`src/rtl/ddr3_cmd_pkg.sv`:
```
// Shared DDR3 command encodings and arbiter FSM state type.
package ddr3_cmd_pkg;

    typedef logic [3:0] cmd_t;

    // {csbar, rasbar, casbar, webar}
    localparam cmd_t CmdNop  = 4'b0111;
    localparam cmd_t CmdMrs  = 4'b0000;
    localparam cmd_t CmdPrea = 4'b0010;
    localparam cmd_t CmdRef  = 4'b0001;
    localparam cmd_t CmdZqcl = 4'b0110;

    localparam int unsigned RefPendW = 4;

    typedef enum logic [2:0] {
        StIdle,
        StRun,
        StPrea,
        StRpWait,
        StRef,
        StRfcWait
    } state_e;

endpackage

```
`src/rtl/ddr3_refresh_arbiter_if.sv`:
```
// User command port, DRAM command pins and refresh status of the refresh arbiter.
interface ddr3_refresh_arbiter_if;
    logic        init_ready;
    logic        user_req;
    logic [3:0]  user_cmd;
    logic [2:0]  user_ba;
    logic [13:0] user_a;
    logic        user_gnt;
    logic        csbar;
    logic        rasbar;
    logic        casbar;
    logic        webar;
    logic [2:0]  ba;
    logic [13:0] a;
    logic        ref_busy;
    logic [3:0]  ref_pend;

    modport slave (
        input  init_ready, user_req, user_cmd, user_ba, user_a,
        output user_gnt, csbar, rasbar, casbar, webar, ba, a, ref_busy, ref_pend
    );

    modport master (
        output init_ready, user_req, user_cmd, user_ba, user_a,
        input  user_gnt, csbar, rasbar, casbar, webar, ba, a, ref_busy, ref_pend
    );
endinterface

```
`src/rtl/ddr3_refi_timer.sv`:
```
// Refresh interval counter and saturating pending-refresh count.
module ddr3_refi_timer
    import ddr3_cmd_pkg::*;
#(
    parameter int unsigned T_REFI       = 3120,
    parameter int unsigned MAX_POSTPONE = 8
) (
    input  logic                clk,
    input  logic                resetbar,
    input  logic                i_enable,
    input  logic                i_dec,
    output logic                o_tick,
    output logic [RefPendW-1:0] o_ref_pend
);

    localparam int unsigned CntW = (T_REFI > 2) ? $clog2(T_REFI) : 1;

    logic [CntW-1:0]     r_cnt;
    logic [RefPendW-1:0] r_pend;
    logic                w_tick;
    logic                w_sat;

    always_comb begin
        w_tick = i_enable && (r_cnt == CntW'(T_REFI - 1));
        w_sat  = (r_pend >= RefPendW'(MAX_POSTPONE));
    end

    // Dropping enable (IDLE or init lost) clears both the interval and the backlog.
    always_ff @(posedge clk or negedge resetbar) begin
        if (!resetbar) begin
            r_cnt  <= '0;
            r_pend <= '0;
        end else if (!i_enable) begin
            r_cnt  <= '0;
            r_pend <= '0;
        end else begin
            r_cnt <= w_tick ? '0 : r_cnt + 1'b1;
            if (w_tick && !i_dec) begin
                if (!w_sat) r_pend <= r_pend + 1'b1;
            end else if (i_dec && !w_tick && (r_pend != '0)) begin
                r_pend <= r_pend - 1'b1;
            end
        end
    end

    assign o_tick     = w_tick;
    assign o_ref_pend = r_pend;

endmodule

```
`src/rtl/ddr3_refresh_arbiter.sv`:
```
// Refresh/user command arbiter that owns the DDR3 pins after init.
// Optional feature: define REF_POSTPONE_EN to let user traffic defer refresh up to MAX_POSTPONE.
module ddr3_refresh_arbiter
    import ddr3_cmd_pkg::*;
#(
    parameter int unsigned T_REFI       = 3120,
    parameter int unsigned T_RP         = 6,
    parameter int unsigned T_RFC        = 44,
    parameter int unsigned MAX_POSTPONE = 8
) (
    input logic                   clk,
    input logic                   resetbar,
    ddr3_refresh_arbiter_if.slave bus
);

    localparam int unsigned WaitMax = (T_RFC > T_RP) ? T_RFC : T_RP;
    localparam int unsigned WaitW   = $clog2(WaitMax);

    state_e              r_state;
    logic [WaitW-1:0]    r_wait;
    cmd_t                r_cmd;
    logic [2:0]          r_ba;
    logic [13:0]         r_a;
    logic                r_gnt;
    logic                r_busy;
    cmd_t                r_hold_cmd;
    logic [2:0]          r_hold_ba;
    logic [13:0]         r_hold_a;

    logic [RefPendW-1:0] w_pend;
    logic                w_tick;
    logic                w_pend_nz;
    logic                w_ref_win_run;
    logic                w_start_prea;
    logic                w_start_ref;
    logic                w_timer_en;

    always_comb begin
        w_pend_nz = (w_pend != '0);
        // A granted user command owns the pins next cycle, so refresh waits one cycle.
`ifdef REF_POSTPONE_EN
        w_ref_win_run = w_pend_nz && !r_gnt &&
                        (!bus.user_req || (w_pend >= RefPendW'(MAX_POSTPONE)));
`else
        w_ref_win_run = w_pend_nz && !r_gnt;
`endif
        w_start_prea = bus.init_ready && (r_state == StRun) && w_ref_win_run;
        // Once a refresh burst has begun the whole backlog drains back-to-back.
        w_start_ref  = bus.init_ready && (r_state == StRfcWait) && (r_wait == '0) && w_pend_nz;
        w_timer_en   = bus.init_ready && (r_state != StIdle);
    end

    ddr3_refi_timer #(
        .T_REFI       (T_REFI),
        .MAX_POSTPONE (MAX_POSTPONE)
    ) u_refi_timer (
        .clk        (clk),
        .resetbar   (resetbar),
        .i_enable   (w_timer_en),
        .i_dec      (w_start_prea || w_start_ref),
        .o_tick     (w_tick),
        .o_ref_pend (w_pend)
    );

    always_ff @(posedge clk or negedge resetbar) begin
        if (!resetbar) begin
            r_state    <= StIdle;
            r_wait     <= '0;
            r_cmd      <= CmdNop;
            r_ba       <= '0;
            r_a        <= '0;
            r_gnt      <= 1'b0;
            r_busy     <= 1'b0;
            r_hold_cmd <= CmdNop;
            r_hold_ba  <= '0;
            r_hold_a   <= '0;
        end else begin
            r_cmd <= CmdNop;
            r_ba  <= '0;
            r_a   <= '0;
            r_gnt <= 1'b0;
            if (!bus.init_ready) begin
                r_state <= StIdle;
                r_wait  <= '0;
                r_busy  <= 1'b0;
            end else begin
                unique case (r_state)
                    StIdle: r_state <= StRun;
                    StRun: begin
                        if (r_gnt) begin
                            r_cmd <= r_hold_cmd;
                            r_ba  <= r_hold_ba;
                            r_a   <= r_hold_a;
                        end else if (w_ref_win_run) begin
                            r_state <= StPrea;
                            r_cmd   <= CmdPrea;
                            r_a     <= 14'h0400;
                            r_busy  <= 1'b1;
                        end else if (bus.user_req) begin
                            r_gnt      <= 1'b1;
                            r_hold_cmd <= bus.user_cmd;
                            r_hold_ba  <= bus.user_ba;
                            r_hold_a   <= bus.user_a;
                        end
                    end
                    StPrea: begin
                        r_state <= StRpWait;
                        r_wait  <= WaitW'(T_RP - 2);
                    end
                    StRpWait: begin
                        if (r_wait == '0) begin
                            r_state <= StRef;
                            r_cmd   <= CmdRef;
                        end else begin
                            r_wait <= r_wait - 1'b1;
                        end
                    end
                    StRef: begin
                        r_state <= StRfcWait;
                        r_wait  <= WaitW'(T_RFC - 2);
                    end
                    StRfcWait: begin
                        if (r_wait != '0) begin
                            r_wait <= r_wait - 1'b1;
                        end else if (w_start_ref) begin
                            r_state <= StRef;
                            r_cmd   <= CmdRef;
                        end else begin
                            r_state <= StRun;
                            r_busy  <= 1'b0;
                        end
                    end
                    default: begin
                        r_state <= StIdle;
                        r_busy  <= 1'b0;
                    end
                endcase
            end
        end
    end

    assign bus.user_gnt = r_gnt;
    assign bus.csbar    = r_cmd[3];
    assign bus.rasbar   = r_cmd[2];
    assign bus.casbar   = r_cmd[1];
    assign bus.webar    = r_cmd[0];
    assign bus.ba       = r_ba;
    assign bus.a        = r_a;
    assign bus.ref_busy = r_busy;
    assign bus.ref_pend = w_pend;

endmodule
```
`src/flat_wrapper.sv`:
```
// flat-port wrapper written by rule: the top's interface ports become plain ports
module ddr3_refresh_arbiter_flat import ddr3_cmd_pkg::*;
#(
    parameter int unsigned T_REFI       = 3120,
    parameter int unsigned T_RP         = 6,
    parameter int unsigned T_RFC        = 44,
    parameter int unsigned MAX_POSTPONE = 8
)
  (clk, resetbar, bus_init_ready, bus_user_req, bus_user_cmd, bus_user_ba, bus_user_a, bus_user_gnt, bus_csbar, bus_rasbar, bus_casbar, bus_webar, bus_ba, bus_a, bus_ref_busy, bus_ref_pend);
  ddr3_refresh_arbiter_if bus_i ();
  input logic clk;
  input logic resetbar;
  input wire logic [$bits(bus_i.init_ready)-1:0] bus_init_ready;
  input wire logic [$bits(bus_i.user_req)-1:0] bus_user_req;
  input wire logic [$bits(bus_i.user_cmd)-1:0] bus_user_cmd;
  input wire logic [$bits(bus_i.user_ba)-1:0] bus_user_ba;
  input wire logic [$bits(bus_i.user_a)-1:0] bus_user_a;
  output wire logic [$bits(bus_i.user_gnt)-1:0] bus_user_gnt;
  output wire logic [$bits(bus_i.csbar)-1:0] bus_csbar;
  output wire logic [$bits(bus_i.rasbar)-1:0] bus_rasbar;
  output wire logic [$bits(bus_i.casbar)-1:0] bus_casbar;
  output wire logic [$bits(bus_i.webar)-1:0] bus_webar;
  output wire logic [$bits(bus_i.ba)-1:0] bus_ba;
  output wire logic [$bits(bus_i.a)-1:0] bus_a;
  output wire logic [$bits(bus_i.ref_busy)-1:0] bus_ref_busy;
  output wire logic [$bits(bus_i.ref_pend)-1:0] bus_ref_pend;
  assign bus_i.init_ready = bus_init_ready;
  assign bus_i.user_req = bus_user_req;
  assign bus_i.user_cmd = bus_user_cmd;
  assign bus_i.user_ba = bus_user_ba;
  assign bus_i.user_a = bus_user_a;
  assign bus_user_gnt = bus_i.user_gnt;
  assign bus_csbar = bus_i.csbar;
  assign bus_rasbar = bus_i.rasbar;
  assign bus_casbar = bus_i.casbar;
  assign bus_webar = bus_i.webar;
  assign bus_ba = bus_i.ba;
  assign bus_a = bus_i.a;
  assign bus_ref_busy = bus_i.ref_busy;
  assign bus_ref_pend = bus_i.ref_pend;
  ddr3_refresh_arbiter #(.T_REFI(T_REFI), .T_RP(T_RP), .T_RFC(T_RFC), .MAX_POSTPONE(MAX_POSTPONE)) u_core (.clk(clk), .resetbar(resetbar), .bus(bus_i));
endmodule
```
`config.mk`:
```
export PLATFORM = sky130hd
export DESIGN_NAME = ddr3_refresh_arbiter_flat
export DESIGN_NICKNAME = d
export VERILOG_FILES = /design/src/rtl/ddr3_cmd_pkg.sv /design/src/rtl/ddr3_refresh_arbiter_if.sv /design/src/rtl/ddr3_refi_timer.sv /design/src/rtl/ddr3_refresh_arbiter.sv /design/src/flat_wrapper.sv
export SDC_FILE = /design/constraint.sdc
export NUM_CORES = 1
export LEC_CHECK = 0
export CAP_MARGIN = 20
export CORE_UTILIZATION = 35
export DETAILED_ROUTE_END_ITERATION = 7
export PLACE_DENSITY = 0.6
export SYNTH_ARGS = -nofsm -noshare
export SYNTH_HDL_FRONTEND = slang
export SYNTH_HIERARCHICAL = 1
export SYNTH_SLANG_ARGS = --single-unit
```
`constraint.sdc`:
```
create_clock -name clk -period 5.4 [get_ports clk]
set_clock_uncertainty 0.15 [all_clocks]
set_input_delay 0.81 -clock clk [delete_from_list [all_inputs] [get_ports clk]]
set_output_delay 0.81 -clock clk [all_outputs]
set_load 0.005 [all_outputs]
```
==> summary.txt <==
Floorplanning
  • Die width: between 90 and 100 um
  • Die height: around 100 um
  • Die area: 0.00997 sq mm
  • Initial core utilization: between 30% and 40%
  • # IOs: 52
  • Core area: about 0.0092 sq mm
  • Row cnt: 35

Status
  • Status: complete, no violations

Synth
  • Post-synth cell types: between 50 and 60
  • Top cells by area, synth: dfrtp_1 (47%), mux2_4 (9.0%), dfstp_2 (4.7%)
  • Cell Area, Synth: about 0.0034 sq mm
  • Post-synthesis sequential area ratio: between 50% and 60%
  • Post-Synthesis Cells: roughly 290
  • Yosys top cell by area: dfrtp_1
  • Post-synth EDFFs: 0
  • Register bit total from synthesis: 69
  • Syn_nets: between 300 and 400
  • Fraction of synthesized cell area taken by the top area cell type: between 40% and 50%
  • Mean Syn Cell Area: around 12 sq um
  • Most common cell in the netlist: dfrtp_1
  • Synth Flop Type: dfrtp_1
  • FFs w/ async S/R, synth: between 90% and 100%
  • Commonest cells post-synth: dfrtp_1 (63), nor2_1 (25), mux2_4 (20), and2_1 (19)
  • Syn. warnings: 6

Timing
  • Worst-margin pin slew: roughly 0.9 ns
  • Final setup fails: 0
  • Max-slew violation count: 0
  • Fmax: approximately 290 MHz
  • Period Utilization, post-route: 63.7%
  • Hold Vio Cnt, Final: 0
  • Min Tclk post-route: 3.44 ns
  • Worst Hold Margin: approximately 0.34 ns
  • Setup tns final: 0 ns
  • Worst rel slew slack: between 40% and 50%
  • RSZ-0062 raised after global routing: false

Layout
  • Nets: roughly 370
  • Final core utilization: between 40% and 50%
  • Register area: roughly 0.0017 sq mm
  • Share of cells above drive strength 1: ~16%
  • Layout area overhead: 24.6%
  • Finished Layout Cells: around 470
  • Antenna cells: 0
  • Area of the multi-input gates: between 0.0015 and 0.002 sq mm
  • Fillcell total: roughly 870

GRT
  • Vias in the first global route: 2,403
  • First-pass GRT wire length: ~11,000 um
  • Initial antenna violation count: 0
  • Grt ovf: 0
  • Pin count of the biggest net entering global routing: 70
  • GR Util All Layers: roughly 15%

Clock network
  • Root buffer cell: clkbuf_8
  • TritonCTS Sinks: 69
  • Post-cts resize count: 0
  • H-tree depth: 3
  • CTS tree: yes
  • Clk pin slew, worst setup/hold paths: roughly 0.08 ns
  • Num CTS Buffers: 9
  • Clock latency on the worst-skew pair: about 0.35 ns
  • CTS Buffer Depth: 2
  • CTS Hold Bufs: 0
  • Post-CTS Setup Repair Bufs: 0

Route
  • DRC errors left: 0
  • Routed vias: 2,321
  • Wire per inst: roughly 14 um
  • Final WL: just under 7000 um
  • First DRT Iteration DRCs: about 130
  • Detail Route Antenna Nets: 0
  • Drt via density: 4.90
  • 1st-pass router iterations: 4

Critical path
  • Critical Path Source Type: input pin
  • CP required: approximately 5.5 ns
  • Buffers & Inverters on Critical Path: 4
  • Max stage delay on crit path: between 0.4 and 0.5 ns
  • WS Path Type: in -> reg
  • CP most frequent cell: inv_1
  • Cell Chain, Critical Path: clkdlybuf4s50_1, buf_4, inv_1, nor2_1, inv_1, nor4_2, nand2b_1, ha_1, a21o_1, a2111oi_0, mux2i_1, a21oi_1
  • Arr. time, crit path: 3.56 ns
  • Largest delay contributor family on the critical path: buffers and inverters
  • CP max stage cell: clkdlybuf4s50_1
  • Worst-path fanout max: 16
  • Nature of the critical path endpoint: register

Placement
  • Port Buf Inserts: 51
  • Post-DP HPWL: about 4500 um
  • GP Congestion: 0.786
  • Placed Cells incl. Taps: about 460

Power and ir drop
  • Power per cell area: roughly 300 mW/mm^2
  • Max VDD drop: about 0.14 mV
  • Pleak: around 1.8 nW

Hold path
  • Type of the tightest min-delay check: reg -> reg

Flow run
  • Max-cap violations: 0
## report_power, final
group	internal, mW	switching [mW]	leakage (nW)
combinational	0.106	0.0547	0.828
clock	0.260	0.202	0.102
sequential	0.582	0.0343	0.902
## sequential cells by signal (all words and copies together) (netlist names)
signal and cells:
u_core/bus.a 14, u_core/u_refi_timer/r_cnt 12, u_core/r_cmd 4, u_core/r_hold_ba 3, u_core/u_refi_timer/o_ref_pend 4, u_core/bus.user_gnt 1
u_core/r_hold_a 14, u_core/bus.ba 3, u_core/bus.ref_busy 1, u_core/r_hold_cmd 4, u_core/r_wait 6, u_core/r_state 3
## path summary, 6_finish.rpt
check,from,to,slack [ns],cells past startpoint
worst max-delay path,bus_init_ready,u_core/u_refi_timer/o_ref_pend[3],1.96,12
worst min-delay path,u_core/r_hold_a[5],u_core/bus.a[5],0.34,1
worst max register to register,u_core/r_wait[3],u_core/u_refi_timer/o_ref_pend[3],2.00,10
worst min register to register,u_core/r_hold_a[5],u_core/bus.a[5],0.34,1
max in group asynchronous,resetbar,u_core/r_state[0],4.02,2
min in group asynchronous,resetbar,u_core/r_wait[3],0.48,2
## layout by cell type, fill, tap and decap left out, types with 3 or more instances in the layout
cell / n
nand2b_1: 3
inv_1: 11
dfstp_2: 6
nor3_1: 9
nand3b_1: 3
o21ai_0: 9
nand4_1: 7
o31a_1: 3
and2_1: 19
dfrtp_1: 63
ha_1: 5
nand3_1: 4
o21a_1: 3
xor2_1: 3
clkbuf_8: 9
mux2_4: 20
clkdlybuf4s50_1: 50
nor3b_1: 4
a21o_1: 3
xnor2_1: 10
nor4_1: 4
nor2_1: 25
a21oi_1: 11
nand2_1: 11
## layout make-up
class / instances / area share, %
clock buffers: 10 / 3.05
multi-input cells: 196 / 36.0
well taps: 129 / 3.86
repair buffers: 53 / 12.5
inverters: 11 / 0.988
flip-flops and latches: 69 / 41.5
clock inverters: 6 / 2.13
## worst reg2reg max path, stage by stage (launching register included)
cell	delay (ns)
dfrtp_1	0.44
or3_1	0.53
nor2_1	0.23
a21oi_1	0.09
nor3_1	0.53
nand2b_1	0.24
ha_1	0.24
a21o_1	0.17
a2111oi_0	0.41
mux2i_1	0.13
a21oi_1	0.16
## cells by family (layout without fill, tap and decap cells)
logic type | Yosys count | count (layout) | share of synthesized area, %
AOI/OAI and AO/OA | 47 | 47 | 10.2
adders and majority gates | 6 | 6 | 2.46
buffers and inverters | 23 | 80 | 3.40
DFF | 69 | 69 | 51.7
and+or+nand+nor | 107 | 107 | 19.0
xor gates and xnor gates | 13 | 13 | 3.40
muxes | 23 | 23 | 9.89
## layer usage
metal  vias up  part of all wire (%)  GRT usage (%)
met5         -                     0              0
met4         0                   1.4           6.22
met3        10                   3.1           3.83
met2        45                    50           23.9
met1      1142                    45           18.7
li1       1124                     -              -
## through the flow
stage	cell area (sq um)	power, mW	worst slack (ns)
2_1_floorplan	3350	0.729	2.36
3_3_place_gp	3960	0.783	1.70
3_5_place_dp	3960	0.787	1.60
4_1_cts	4180	1.26	1.98
5_1_grt	4180	1.30	1.81
6_report	4180	1.24	1.96
(Power assumes the default switching activity.)
